File: config.mk
export PLATFORM = sky130hd
export DESIGN_NAME = freq_clk_div_multi
export DESIGN_NICKNAME = d
export VERILOG_FILES = /design/src/rtl/freq_clk_div_multi.sv
export SDC_FILE = /design/constraint.sdc
export NUM_CORES = 1
export LEC_CHECK = 0
export CAP_MARGIN = 20
export CORE_MARGIN = 5
export CORE_UTILIZATION = 25
export DETAILED_ROUTE_END_ITERATION = 6
export PLACE_DENSITY_LB_ADDON = 0.12
export SLEW_MARGIN = 20
export SYNTH_ARGS = -nofsm -noshare
export SYNTH_HDL_FRONTEND = slang
export SYNTH_SLANG_ARGS = --single-unit
File: constraint.sdc
create_clock -name clk -period 3.2 [get_ports clk]
set_clock_uncertainty 0.15 [all_clocks]
set_input_delay 0.48 -clock clk [delete_from_list [all_inputs] [get_ports clk]]
set_output_delay 0.48 -clock clk [all_outputs]
set_load 0.1 [all_outputs]
File: src/rtl/freq_clk_div_multi.sv
// freq_clk_div_multi
// Multi-channel divided-clock / clock-enable generator with per-channel
// reset sequencing. Every channel divides the system clock by a runtime
// programmable integer (odd values included). New settings are held as
// pending and take effect only on a period boundary, so a running channel
// never emits a runt pulse.
//
// Ports:
//   clk       system clock, all logic on the rising edge
//   rst       synchronous active-high reset
//   cfg_we    single-cycle configuration write strobe
//   cfg_ch    target channel of the write (writes to channels >= NUM_CH ignored)
//   cfg_div   requested divisor (values below 2 are stored as 2)
//   cfg_en    requested channel enable
//   cfg_rst   re-arm the channel reset sequence when the write is applied
//   ch_clk    registered divided clock per channel (data-path use only)
//   ch_tick   one-cycle pulse in the cycle ch_clk rises
//   ch_rst    per-channel synchronous reset, active-high
//   ch_rst_   inverse of ch_rst
//   cfg_pend  channel holds an accepted write that is not yet applied
module freq_clk_div_multi #(
  parameter int NUM_CH     = 4,
  parameter int DIV_W      = 16,
  parameter int RST_CYCLES = 4,
  parameter int DEF_DIV    = 2,
  localparam int CH_W      = (NUM_CH > 1) ? $clog2(NUM_CH) : 1
) (
  input  logic              clk,
  input  logic              rst,
  input  logic              cfg_we,
  input  logic [CH_W-1:0]   cfg_ch,
  input  logic [DIV_W-1:0]  cfg_div,
  input  logic              cfg_en,
  input  logic              cfg_rst,
  output logic [NUM_CH-1:0] ch_clk,
  output logic [NUM_CH-1:0] ch_tick,
  output logic [NUM_CH-1:0] ch_rst,
  output logic [NUM_CH-1:0] ch_rst_,
  output logic [NUM_CH-1:0] cfg_pend
);

  localparam logic [DIV_W-1:0] DIV_ZERO = DIV_W'(0);
  localparam logic [DIV_W-1:0] DIV_ONE  = DIV_W'(1);
  localparam logic [DIV_W-1:0] DIV_MIN  = DIV_W'(2);
  localparam logic [DIV_W-1:0] DIV_DEF  = DIV_W'(DEF_DIV);
  localparam logic [7:0]       RST_LAST = 8'(RST_CYCLES - 1);

  // Divisors below 2 cannot produce a clock, so they are raised to 2.
  function automatic logic [DIV_W-1:0] clamp_div(input logic [DIV_W-1:0] d);
    logic [DIV_W-1:0] r;
    if (d < DIV_MIN) begin
      r = DIV_MIN;
    end else begin
      r = d;
    end
    return r;
  endfunction

  for (genvar g = 0; g < NUM_CH; g++) begin : g_ch
    logic [DIV_W-1:0] cnt_r, div_act_r, pend_div_r;
    logic             en_act_r, pend_r, pend_en_r, pend_rst_r;
    logic             clk_r, tick_r, rst_r, rst_n_r;
    logic [7:0]       rst_cnt_r;

    logic             wr_s, wrap_s, apply_s, arm_s;
    logic [DIV_W-1:0] half_s, cnt_nxt_s, div_nxt_s;
    logic             en_nxt_s, pend_nxt_s, rst_nxt_s;
    logic [7:0]       rst_cnt_nxt_s;

    // Next-state logic: counter, apply of pending settings, reset sequencer.
    always_comb begin
      wr_s          = cfg_we && (cfg_ch == CH_W'(g));
      wrap_s        = en_act_r && (cnt_r == (div_act_r - DIV_ONE));
      // Idle channels take settings at once; running ones only at the end of
      // the wrap cycle, so the current period always finishes on the old divisor.
      apply_s       = pend_r && (!en_act_r || wrap_s);
      arm_s         = apply_s && (pend_rst_r || (pend_en_r && !en_act_r));
      // High phase is ceil(D/2) cycles.
      half_s        = (div_act_r >> 1) + {{(DIV_W-1){1'b0}}, div_act_r[0]};
      cnt_nxt_s     = cnt_r;
      div_nxt_s     = div_act_r;
      en_nxt_s      = en_act_r;
      pend_nxt_s    = pend_r;
      rst_nxt_s     = rst_r;
      rst_cnt_nxt_s = rst_cnt_r;

      if (apply_s) begin
        cnt_nxt_s = DIV_ZERO;
        div_nxt_s = pend_div_r;
        en_nxt_s  = pend_en_r;
      end else if (wrap_s) begin
        cnt_nxt_s = DIV_ZERO;
      end else if (en_act_r) begin
        cnt_nxt_s = cnt_r + DIV_ONE;
      end else begin
        cnt_nxt_s = DIV_ZERO;
      end

      // A write in the same cycle as an apply becomes the next pending value.
      if (wr_s) begin
        pend_nxt_s = 1'b1;
      end else if (apply_s) begin
        pend_nxt_s = 1'b0;
      end else begin
        pend_nxt_s = pend_r;
      end

      // Re-arm wins over a tick landing in the same cycle.
      if (arm_s) begin
        rst_nxt_s     = 1'b1;
        rst_cnt_nxt_s = 8'd0;
      end else if (rst_r && tick_r) begin
        rst_cnt_nxt_s = rst_cnt_r + 8'd1;
        if (rst_cnt_r == RST_LAST) begin
          rst_nxt_s = 1'b0;
        end else begin
          rst_nxt_s = 1'b1;
        end
      end else begin
        rst_nxt_s     = rst_r;
        rst_cnt_nxt_s = rst_cnt_r;
      end
    end

    // Channel state and registered outputs.
    always_ff @(posedge clk) begin
      if (rst) begin
        cnt_r      <= DIV_ZERO;
        div_act_r  <= DIV_DEF;
        en_act_r   <= 1'b0;
        pend_r     <= 1'b0;
        pend_div_r <= DIV_DEF;
        pend_en_r  <= 1'b0;
        pend_rst_r <= 1'b0;
        clk_r      <= 1'b0;
        tick_r     <= 1'b0;
        rst_r      <= 1'b1;
        rst_n_r    <= 1'b0;
        rst_cnt_r  <= 8'd0;
      end else begin
        cnt_r     <= cnt_nxt_s;
        div_act_r <= div_nxt_s;
        en_act_r  <= en_nxt_s;
        pend_r    <= pend_nxt_s;
        if (wr_s) begin
          pend_div_r <= clamp_div(cfg_div);
          pend_en_r  <= cfg_en;
          pend_rst_r <= cfg_rst;
        end else begin
          pend_div_r <= pend_div_r;
          pend_en_r  <= pend_en_r;
          pend_rst_r <= pend_rst_r;
        end
        clk_r     <= en_act_r && (cnt_r < half_s);
        tick_r    <= en_act_r && (cnt_r == DIV_ZERO);
        rst_r     <= rst_nxt_s;
        rst_n_r   <= !rst_nxt_s;
        rst_cnt_r <= rst_cnt_nxt_s;
      end
    end

    assign ch_clk[g]   = clk_r;
    assign ch_tick[g]  = tick_r;
    assign ch_rst[g]   = rst_r;
    assign ch_rst_[g]  = rst_n_r;
    assign cfg_pend[g] = pend_r;
  end

endmodule

Yosys cells after proc, flatten, opt, wreduce, memory -nomap -nowiden
Cells that the tools add are included.
Word-level totals
  bits in registers: 256
  bits in latches: 0
  RAM bits: 0
  ROM bits: 0
  input port bits: 23
  memories: 0
Cells by class
  add/subtract/negate cells: 16
  multipliers: 0
  div/mod/pow operators: 0
  order comparisons: 5
  equality and inequality tests: 11
  shift-type cells: 0
  multiplexer cells: 21
  bitwise logic cells: 4
  reductions and logical operators: 65
Operators by type and width (number)
  adder 15 x 1 -> 16 bit: 4
  adder 16 x 1 -> 16 bit, second input constant: 4
  == test 16 bit: 4
  zero test 16 bit: 4
  less-than comparator 16 bit: 4
  subtractor 16 x 1 -> 16 bit, second input constant: 4
  adder 8 x 1 -> 8 bit, second input constant: 4
  == test 8 x 2 -> 1 bit, second input constant: 4
  logical AND 1 bit: 32
  2-to-1 mux 1 bit: 20
  less-than comparator 16 x 2 -> 1 bit, second input constant: 1
  2-to-1 mux 16 bit: 1
  OR reduction 4 bit: 4
  zero test 1 bit: 8
  logical OR 1 bit: 8
  nonzero test 2 bit: 4
  OR reduction 2 bit: 4
  == test 2 bit, second input constant: 2
  inverter 1 bit: 4
  == test 2 x 1 -> 1 bit, second input constant: 1
  zero test 2 bit: 1

Depth between registers and ports, before layout
Gate-level depths: netlist of the first run.
  depth in word-level cells: 8
  depth in mapped cells: 13

Worst setup path after synthesis of the first run
No wires, ideal clock.
  kind: reg-to-reg
  start point: register g_ch[0].div_act_r[0]
  end point: register g_ch[0].div_act_r[10]
  arrival time: 3018 ps
  required time: 2978 ps
  path slack: -40 ps
  cell stages (with the launch flop): 13
  clock period less this slack: 3240 ps
  path through: dfxtp_1 -> clkbuf_1 -> inv_1 -> ha_1 -> buf_2 -> or4b_1 -> or4_1 -> xnor2_1 -> a211oi_2 -> o2111ai_2 -> o31ai_4 -> buf_6 -> mux2i_1
On the way
  longest elaborated chain between the ends: 5
RTL lines
  from (decl): line 60  | logic [DIV_W-1:0] cnt_r, div_act_r, pend_div_r;
  from (signal assigned): line 142  | div_act_r <= div_nxt_s;
  subtractor 16 x 1 -> 16 bit: line 73  | wrap_s = en_act_r && (cnt_r == (div_act_r - DIV_ONE));
  == test 16 bit: line 73
  logical AND 1 bit: line 73
  logical OR 1 bit: line 76  | apply_s = pend_r && (!en_act_r || wrap_s);
  logical AND 1 bit: line 76
No other way between the ends.
A chain may end at the register's enable or synchronous reset.

Worst setup path in the final report of the first run
  start point: register g_ch[2].div_act_r[0]
  end point: register g_ch[2].rst_r
On the way
  longest elaborated chain between the ends: 7
RTL lines
  from (decl): line 60
  from (signal assigned): line 142
  subtractor 16 x 1 -> 16 bit: line 73
  == test 16 bit: line 73
  logical AND 1 bit: line 73
  logical OR 1 bit: line 76
  logical AND 1 bit: line 76
  logical AND 1 bit: line 77  | arm_s = apply_s && (pend_rst_r || (pend_en_r && !en_act_r));
  2-to-1 mux 1 bit: line 109  | if (arm_s) begin
  to (signal assigned): line 156  | rst_r <= rst_nxt_s;
  to (decl): line 62  | logic clk_r, tick_r, rst_r, rst_n_r;
No other way between the ends.

==> run summary, run 1 <==
Based on the critical path, the design can be clocked at up to 325 MHz. The run gives 0 as the number of antenna cells inserted. For the remaining routing DRC violations, the log shows 0. The area share of the largest cell type after synthesis works out to 34.1%.

At the end of routability-driven placement, the weighted congestion stood at 0.767. By instance count, the leading cell after synthesis is sky130_fd_sc_hd__nand2_1. The tools report the H-tree depth reported by CTS as 1. The logs give 67.1 mm for the wire length of the first global-routing pass and 65100 µm² for the die area. The analysis attributes to cell leakage a power of 6.28 nW. Category of the most critical setup path: reg2reg. The flip-flop cell with the highest count after synthesis is sky130_fd_sc_hd__dfxtp_1. Traced cell by cell, the critical path runs through inv_1 > ha_1 > or3b_1 > or4_2 > nand4_1 > nor4_2 > nand4_2 > o41ai_4 > buf_4 > buf_12 > a221o_2. The die width is 255 µm, and the sequential area share after synthesis is 34.1%. The tools report the layout net count as 1980. STA classifies the critical path startpoint as a flip-flop.

STA puts the critical path data arrival time at 3.38 ns. Each instance of the synthesized netlist takes up on average 8.12 µm². The number of max-slew violations in the final report came out at 0.

After synthesis, the share of flip-flops with an asynchronous set or reset is 0%. For this block, the initial DRC count from the detailed router was 527. By area, the combinational part of the netlist is dominated by simple AND/OR/NAND/NOR gates.

In this run the deepest clock path goes through 3 buffers. In the global route stage, met2 resource usage came out at 20.8%. After clock tree synthesis, the flow added hold-fix buffers numbering 0. Once routing completed, OpenROAD measured the worst setup slack at 0.119 ns.

The floorplan has 89 rows. Required time of the worst setup path: 3.50 ns. Setup violations remaining at the end of the flow were counted as 0. Counting I/O delays and the setup requirement, the final critical path takes 3.08 ns. The height of the chip works out to 255 µm. The synthesized design contains 0 enable-type register cells. Entering global routing, the biggest net connects 38 pins. In this design, the stage delay of the slowest critical-path cell is 0.64 ns. Setup repair after global routing left no endpoint under its margin. The later pin in the worst-skew pair is clocked with a latency of 0.56 ns. After global routing the overflow that remains totals 0. The number of antenna-violating nets in the routed design was 0; the post-synthesis instance area was 15000 µm². sky130_fd_sc_hd__dfxtp_1 takes more of the synthesized area than any other cell. Along the worst path, the maximum fanout reaches 10. The run finished with clean final reports. The number of nets handed over by synthesis was 1959. The tools report the via count of the first global-routing pass as 12089. The tools report the capturing element type of the critical path as a flip-flop. met2 is the most crowded layer. The tools report the initial antenna violation count as 1. In the final layout, the share of cells above drive strength 1 is 10.8%. Net switching is 23.6% of the power. Synthesis inferred 256 register bits.

The clock transition at the register clock pins on the worst setup and hold paths after CTS came out at 0.06 ns. The via total after detailed routing was 12407; the fraction of power consumed by combinational cells was 5.1%. The synthesized netlist contains 85 unique library cells. The clock network burns 47.2% of the power.

The XOR/XNOR share of the synthesized area was 12.1%. The Yosys step of the flow raised 0 warnings. The count of buffers from port buffering is 42. Counting instances in the post-synthesis netlist gives the leading cell types as sky130_fd_sc_hd__nand2_1, sky130_fd_sc_hd__dfxtp_1, sky130_fd_sc_hd__nor2_1. The routing usage on met3 was 1.70%; the number of top-level design ports was 43. The post-synthesis compound-gate area fraction is 12.0%.

For this configuration, the core starts out at a cell density of 25.4%. Power spread over the standard cell area amounts to 392 nW/µm². The tools report the internal power component as 0.00520 W. At the placement stage, the worst setup path has a slack of -0.212 ns.

The switching power was 0.00161 W; the max-capacitance violation count was 0. For the pin with the worst max-slew slack, the measured transition is 0.957 ns. After detailed routing, the average wire length per cell comes to 15.5 µm. In the global route stage, met1 resource usage came out at 17.4%. The tools report the register share of total power as 47.8%. After layout, the worst path uses 96.3% of the clock period. The post-route cell area came out at 17400 µm². Across the VDD grid, the largest voltage drop is 0.000385 V.

The logs give 30.4 mm for the sum of net half-perimeters after detailed placement and 41.4 mm for the wire length after detailed routing. The synthesized-area fraction occupied by adder cells is 6.99%. The first TritonRoute pass finished after 5 iterations. The cell sitting at the root of the clock tree is a sky130_fd_sc_hd__clkbuf_16. The run gives 59200 µm² as the core footprint. The worst hold path class is in2reg.

By area the synthesized netlist is led by sky130_fd_sc_hd__dfxtp_1, sky130_fd_sc_hd__nand2_1, sky130_fd_sc_hd__ha_1. CTS saw 256 sinks. After technology mapping, the gate count stands at 1852.

The average via count per standard cell was 4.65. The number of filler instances in the final layout came out at 6288. Among all stages on the critical path, the largest delay is contributed by sky130_fd_sc_hd__or4_2. The multiplexer area fraction after synthesis was 4.40%; the number of CTS-inserted buffers was 29. The power after layout came out at 0.00681 W. The aggregate global-route resource usage is 12.5%, and the synthesized-area fraction occupied by and/or/nand/nor cells is 24.4%. TritonCTS built the clock tree. Relative slew slack: 35.6%. The final count of hold timing violations is 0, and the placed cell area is 16400 µm².

Relative to the synthesized area, the layout overhead comes to 15.6%.
-- sequential cells by signal, summed over array words and instances (netlist names) --
| signal | count |
|---|---|
| g_ch.clk_r | 4 |
| g_ch.cnt_r | 64 |
| g_ch.div_act_r | 64 |
| g_ch.en_act_r | 4 |
| g_ch.pend_div_r | 64 |
| g_ch.pend_en_r | 4 |
| g_ch.pend_r | 4 |
| g_ch.pend_rst_r | 4 |
| g_ch.rst_cnt_r | 32 |
| g_ch.rst_n_r | 4 |
| g_ch.rst_r | 4 |
| g_ch.tick_r | 4 |
-- routing by layer --
layer	wire (µm)	up-vias
met5	20	-
met4	745	2
met3	1260	45
met2	19000	117
met1	20400	5833
li1	-	6410
-- layout make-up --
cell class	instances	area (µm²)	area share, %
inverters	55	206	1.19
flip-flops and latches	256	5120	29.5
repair buffers	136	1140	6.56
multi-input cells	1395	9030	52.0
clock inverters	12	88.8	0.511
clock buffers	40	817	4.70
well taps	773	967	5.57
-- placed cells by master, fill, tap and decap left out, drive strengths merged, types with 28 or more instances in the layout --
cell / count
nand2: 301
dfxtp: 256
nor2: 170
buf: 115
xor2: 110
xnor2: 97
a21oi: 97
ha: 84
nand3: 77
mux2i: 65
inv: 55
nor3: 42
nand4: 41
clkbuf: 40
nor4: 34
and3: 32
o21ai: 29
a211oi: 28
-- cell families after synthesis --
group / Yosys count
AOI/OAI and AO/OA: 266
xor gates and xnor gates: 207
adders and majority gates: 84
buffers and inverters: 201
DFF: 256
muxes: 66
and+or+nand+nor: 772
-- critical path: cells and delay by family (launching register included) --
kind	cells	cell delay (ns)
and+or+nand+nor	5	1.47
AOI/OAI and AO/OA	2	0.46
buffers and inverters	3	0.35
DFF	1	0.31
adders and majority gates	1	0.24
-- worst paths after layout --
check                              from                endpoint  slack (ns)  cells after the start
hold / removal                      rst  g_ch[1].pend_div_r[11]        0.16                      2
setup reg to reg   g_ch[2].div_act_r[0]           g_ch[2].rst_r        0.12                     11
setup / recovery   g_ch[2].div_act_r[0]           g_ch[2].rst_r        0.12                     11
hold reg to reg   g_ch[0].pend_div_r[2]   g_ch[0].pend_div_r[2]        0.31                      2
-- power groups by stage --
| stage | combinational (W) | clock (W) | sequential, W |
|---|---|---|---|
| 4_1_cts | 0.000349 | 0.00336 | 0.00325 |
| 2_1_floorplan | 0.000209 | 0 | 0.00331 |
| 6_report | 0.000345 | 0.00321 | 0.00325 |
| 5_1_grt | 0.000380 | 0.00347 | 0.00325 |
| 3_3_place_gp | 0.000347 | 0 | 0.00332 |
| 3_5_place_dp | 0.000347 | 0 | 0.00332 |
-- what timing repair did --
item,4_1_cts,5_1_grt
gates resized for setup,0,12
setup buffers,0,1
hold endpoints to repair,0,0
setup endpoints to repair,0,71
-- stage by stage --
stage               util (%)  hold slack (ns)  cells  setup TNS [ns]
global route            29.3            0.144   2667               0
global placement        27.7            0.294   2614           -1.14
finish                  29.3            0.160   2667               0
detailed placement      27.7            0.298   2614           -1.26
floorplan                  -            0.283   1852               0
CTS                     29.3            0.122   2666               0
No activity file was read; power rests on OpenSTA's default activity.
==> run 2, diff against run 1 <==
Settings changed: ABC_AREA set to 1.
Clock period 3.2 ns to 2.55 ns, I/O delays scaled along.
==> run 2 against run 1 <==
Against the previous run:
- the run now ends with negative setup slack left
- combinational power rose to 3.5 times the previous value
- via count grew 16%
- design area grew 16%
- power up 51%
- clock power rose by 52%
- clock-buffer cell count increased by 9
- worst setup slack got worse by 0.28 ns
- critical path type unchanged
- highest routed layer is now met4
==> run summary, run 2 <==
The flow ran to the end, but the final reports show violations. The final reports fail on negative setup slack. The sum of overflow across all layers after global routing is 0 (unchanged).

The cell area power density works out to 508 nW/µm² (was 392 nW/µm²). The kind of launch point of the worst setup path was a flip-flop (unchanged). The core footprint was 61400 µm² (was 59200 µm²); the clock transition at the register clock pins on the worst setup and hold paths after CTS was 0.06 ns (about the same). Via count of the first global-routing pass: 14111 (was 12089). Top library cells by usage in the layout, fill and taps aside: sky130_fd_sc_hd__nand2_1, sky130_fd_sc_hd__inv_1, sky130_fd_sc_hd__nor2_1, sky130_fd_sc_hd__dfxtp_1, sky130_fd_sc_hd__buf_4 (was sky130_fd_sc_hd__nand2_1, sky130_fd_sc_hd__dfxtp_1, sky130_fd_sc_hd__nor2_1, sky130_fd_sc_hd__xor2_1, sky130_fd_sc_hd__buf_4).

The data arrival time of the critical path is 3.04 ns (was 3.38 ns), and the height of the chip is 258 µm (was 255 µm). Largest regs: g_ch.cnt_r: 64 flops, g_ch.div_act_r: 64 flops, g_ch.pend_div_r: 64 flops (unchanged). The logs give 2237 (was 1852) for the synthesized instance count and 46.7 mm (was 41.4 mm) for the wire length after detailed routing. The beginning of the worst hold path was g_ch[1].pend_div_r[2] (was rst). The number of max-slew violations in the final report is 0 (unchanged). The most frequent standard cell in the layout excluding fill and tap cells is sky130_fd_sc_hd__nand2_1 (unchanged).

The capturing point of the worst reg2reg path is g_ch[1].clk_r (was g_ch[2].rst_r). The run gives 0 (unchanged) as the number of warning messages in the yosys log. The number of buffers inserted by hold repair at cts was 0 (unchanged).

The post-synthesis compound-gate area fraction works out to 10.6% (was 12.0%). The cell type contributing the most total cell area after synthesis is sky130_fd_sc_hd__dfxtp_1 (unchanged). Category of the most critical setup path: reg2reg (unchanged). The cell count of the worst reg-to-reg path came out at 16 (was 11). The worst hold path class was reg2reg (was in2reg). The largest voltage drop on the vdd net is 0.000347 V (was 0.000385 V), and the insertion delay to the later sink of the worst-skew pair is 0.54 ns (was 0.56 ns). The wire length of the first global-routing pass is 74.2 mm (was 67.1 mm). Cell row count: 91 (was 89). Worst reg-to-reg setup slack: -0.16 ns (was 0.12 ns). The max-capacitance violation count was 0 (unchanged); the mean instance size in the synthesized netlist was 6.90 µm² (was 8.12 µm²). The number of filler instances in the final layout came out at 6597 (was 6288). The summed negative setup slack over all endpoints was -0.366 ns (was 0 ns); the fraction of synthesis flops using an asynchronous set or reset pin was 0% (unchanged). The count of cell types in the netlist is 46 (was 85). Number of CTS-inserted buffers: 35 (was 29). Most instantiated library cell after synthesis: sky130_fd_sc_hd__nand2_1 (unchanged).

The number of synthesized register bits came out at 256 (unchanged). The maximum number of buffers from clock root to sink came out at 3 (unchanged). The growth of design area from synthesis to finish is 31.1% (was 15.6%). The final critical-path required period is 2.71 ns (was 3.08 ns), and the switching power is 0.00273 W (was 0.00161 W). The leakage power of the design is 8.41 nW (was 6.28 nW).

The aggregate global-route resource usage came out at 13.5% (was 12.5%). The switching part of the total power works out to 26.5% (was 23.6%). The tools report the sequential area share after synthesis as 33.2% (was 34.1%). The largest net degree at the start of global routing is 37 (was 38), and the final number of setup-violating endpoints is 3 (was 0). The tools report the number of violations reported at the end of detailed-routing iteration 0 as 625 (was 527). The synthesized-area fraction occupied by adder cells works out to 6.81% (was 6.99%). The logs give 5140 µm² (was 5120 µm²) for the area occupied by registers and 0.828 (was 0.767) for the final RePlAce weighted congestion. TritonCTS built the clock tree. The reg-to-reg critical path startpoint is g_ch[1].div_act_r[1] (was g_ch[2].div_act_r[0]).

The area share of the largest cell type after synthesis was 33.2% (was 34.1%); the first-pass detailed-route iteration total was 6 (was 5). The fraction of final layout cells with drive strength greater than 1 is 20.6% (was 10.8%), and the register share of total power is 40.8% (was 47.8%). The run gives 47.4% (was 47.2%) as the clock share of power. For the initial antenna violation count, the log shows 3 (was 1). The average wire per standard cell is 14.5 µm (was 15.5 µm), and the sum of net half-perimeters after detailed placement is 34.8 mm (was 30.4 mm). The tools report the clock tree root driver cell as sky130_fd_sc_hd__clkbuf_16 (unchanged). The run gives 2344 (was 1959) as the total nets after synthesis.

The H-tree depth reported by CTS was 2 (was 1). The capturing element type of the critical path is a flip-flop (unchanged). The effective utilization at floorplan is 25.1% (was 25.4%). The endpoint of the worst hold path is g_ch[1].pend_div_r[2] (was g_ch[1].pend_div_r[11]).

The internal power component is 0.00756 W (was 0.00520 W). Combinational family with the most area after synthesis: simple AND/OR/NAND/NOR gates (unchanged). Die area: 66800 µm² (was 65100 µm²). For the power after layout, the log shows 0.0103 W (was 0.00681 W). The CTS sink count was 256 (unchanged); the final critical-path share of the clock period was 106% (was 96.3%). The average via count per standard cell is 4.47 (was 4.65).

The highest clock rate is 369 MHz (was 325 MHz), and the number of standard cells in the layout, taps in and fillers out is 3227 (was 2667). Largest fanout on the critical path: 2 (was 10). The synthesized-area fraction occupied by and/or/nand/nor cells is 30.2% (was 24.4%). The number of antenna-violating nets in the routed design was 0 (unchanged). The tools report the fraction of power consumed by combinational cells as 11.8% (was 5.1%).

Setup repair after global routing could not meet its margin everywhere. The via total after detailed routing came out at 14426 (was 12407). Top cell types by occurrence after synthesis: sky130_fd_sc_hd__nand2_1, sky130_fd_sc_hd__nor2_1, sky130_fd_sc_hd__inv_1 (was sky130_fd_sc_hd__nand2_1, sky130_fd_sc_hd__dfxtp_1, sky130_fd_sc_hd__nor2_1). The run gives 43 (unchanged) as the number of top-level design ports. Count of buffers from port buffering: 42 (unchanged).

For the final count of hold timing violations, the log shows 0 (unchanged). The die width came out at 258 µm (was 255 µm). The logs give 0.304 ns (was 0.160 ns) for the final-layout worst hold slack and 55.0% (was 35.6%) for the relative slew slack. The flip-flop cell with the highest count after synthesis was sky130_fd_sc_hd__dfxtp_1 (unchanged). The remaining routing DRC violations was 0 (unchanged). Synth top area cells: sky130_fd_sc_hd__dfxtp_1, sky130_fd_sc_hd__nand2_1, sky130_fd_sc_hd__nor2_1 (was sky130_fd_sc_hd__dfxtp_1, sky130_fd_sc_hd__nand2_1, sky130_fd_sc_hd__ha_1). The tools report the final setup slack of the worst path as -0.159 ns (was 0.119 ns). Number of synthesized flops with an enable pin: 0 (unchanged). The measured slew at the worst slew-check pin works out to 0.675 ns (was 0.957 ns). The multiplexer area fraction after synthesis was 0.260% (was 4.40%). Total instance count after detailed placement: 3143 (was 2614). The required time of the worst setup path came out at 2.89 ns (was 3.50 ns).

For the post-synthesis instance area, the log shows 15400 µm² (was 15000 µm²). The total area of multi-input combinational cells is 9690 µm² (was 9030 µm²), and the share of the core filled with cells is 33.0% (was 29.3%). The layout net count came out at 2524 (was 1980). The number of instances on the worst hold path came out at 2 (unchanged). XOR/XNOR share of the synthesized area: 8.52% (was 12.1%).
==> run 2: changes by cell type after synthesis, moves of 31 or more <==
cell	before	now
sky130_fd_sc_hd__inv_1	54	262
sky130_fd_sc_hd__nand2_1	301	426
sky130_fd_sc_hd__nor2_1	169	290
sky130_fd_sc_hd__nand3_1	77	166
sky130_fd_sc_hd__a21oi_1	97	176
sky130_fd_sc_hd__o21ai_0	24	94
sky130_fd_sc_hd__xnor2_1	97	34
sky130_fd_sc_hd__mux2i_1	65	4
sky130_fd_sc_hd__clkbuf_1	93	43
sky130_fd_sc_hd__and3_1	32	1
==> run 2: power by group through the flow <==
stage,combinational [W],sequential [W],clock [W]
global placement,0.00107,0.00428,0
finish,0.00121,0.00420,0.00487
global route,0.00136,0.00421,0.00520
CTS,0.00109,0.00419,0.00507
detailed placement,0.00108,0.00428,0
floorplan,0.000718,0.00424,0
==> run 2: per-layer routing <==
metal / up-vias / global-route usage [%] / share of wire, %
li1: 7580 / - / -
met1: 6621 / 19.0 / 51
met2: 160 / 21.3 / 44
met3: 65 / 2.17 / 3.2
met4: 0 / 4.04 / 2.6
met5: - / 0 / 0
==> run 2: how the worst max path moves through the flow <==
stage / start / endpoint / slack [ns] / depth (start not counted)
6_report: g_ch[1].div_act_r[1] / g_ch[1].clk_r / -0.16 / 16
5_1_grt: g_ch[1].div_act_r[1] / g_ch[1].clk_r / -0.37 / 16
4_1_cts: g_ch[1].div_act_r[1] / g_ch[1].clk_r / -0.24 / 16
3_5_place_dp: g_ch[0].div_act_r[0] / g_ch[0].clk_r / -0.28 / 15
3_3_place_gp: g_ch[1].div_act_r[0] / g_ch[1].clk_r / -0.29 / 16
2_1_floorplan: g_ch[1].div_act_r[0] / g_ch[1].clk_r / -0.12 / 16
==> run 2: layout make-up <==
cell class	instances	area share [%]
diodes	1	0.0124
clock buffers	49	5.05
clock inverters	7	0.445
inverters	267	5.00
multi-input cells	1608	47.9
flip-flops and latches	256	25.4
well taps	790	4.89
repair buffers	249	11.3
==> run 2: per-stage QoR <==
stage | setup WS (ns) | cell area (µm²)
detailed placement | -0.283 | 17800
global route | -0.374 | 20200
finish | -0.159 | 20200
floorplan | -0.123 | 15400
CTS | -0.244 | 19100
global placement | -0.287 | 17800
==> run 2: cells by family (layout without fill, tap and decap cells) <==
kind of cell,after synthesis,after routing
buf+inv,378,572
xor+xnor,150,150
simple gates,1057,1062
flops,256,256
compound gates,308,308
other cells,0,1
mux,4,4
fa+ha+maj,84,84
==> run 2: critical path, stage by stage, from the launching register on <==
cell and delay, ns:
sky130_fd_sc_hd__dfxtp_4 0.36, sky130_fd_sc_hd__ha_4 0.14, sky130_fd_sc_hd__buf_6 0.09, sky130_fd_sc_hd__ha_4 0.13
sky130_fd_sc_hd__nand2_4 0.06, sky130_fd_sc_hd__nor2_4 0.12, sky130_fd_sc_hd__nand3_4 0.09, sky130_fd_sc_hd__nor3_4 0.19
sky130_fd_sc_hd__nand2_1 0.08, sky130_fd_sc_hd__nor2_2 0.14, sky130_fd_sc_hd__nand3_2 0.08, sky130_fd_sc_hd__xor2_1 0.16
sky130_fd_sc_hd__ha_1 0.32, sky130_fd_sc_hd__nand2_1 0.07, sky130_fd_sc_hd__nor2_1 0.05, sky130_fd_sc_hd__a2111oi_2 0.27
sky130_fd_sc_hd__o21a_1 0.17
==> run 2: repair_timing <==
action | 4_1_cts | 5_1_grt
hold endpoints to repair | 0 | 0
gates cloned | 0 | 12
gates resized for setup | 45 | 217
buffers inserted | 1 | 17
setup endpoints to repair | 60 | 164
pin swaps | 11 | 77
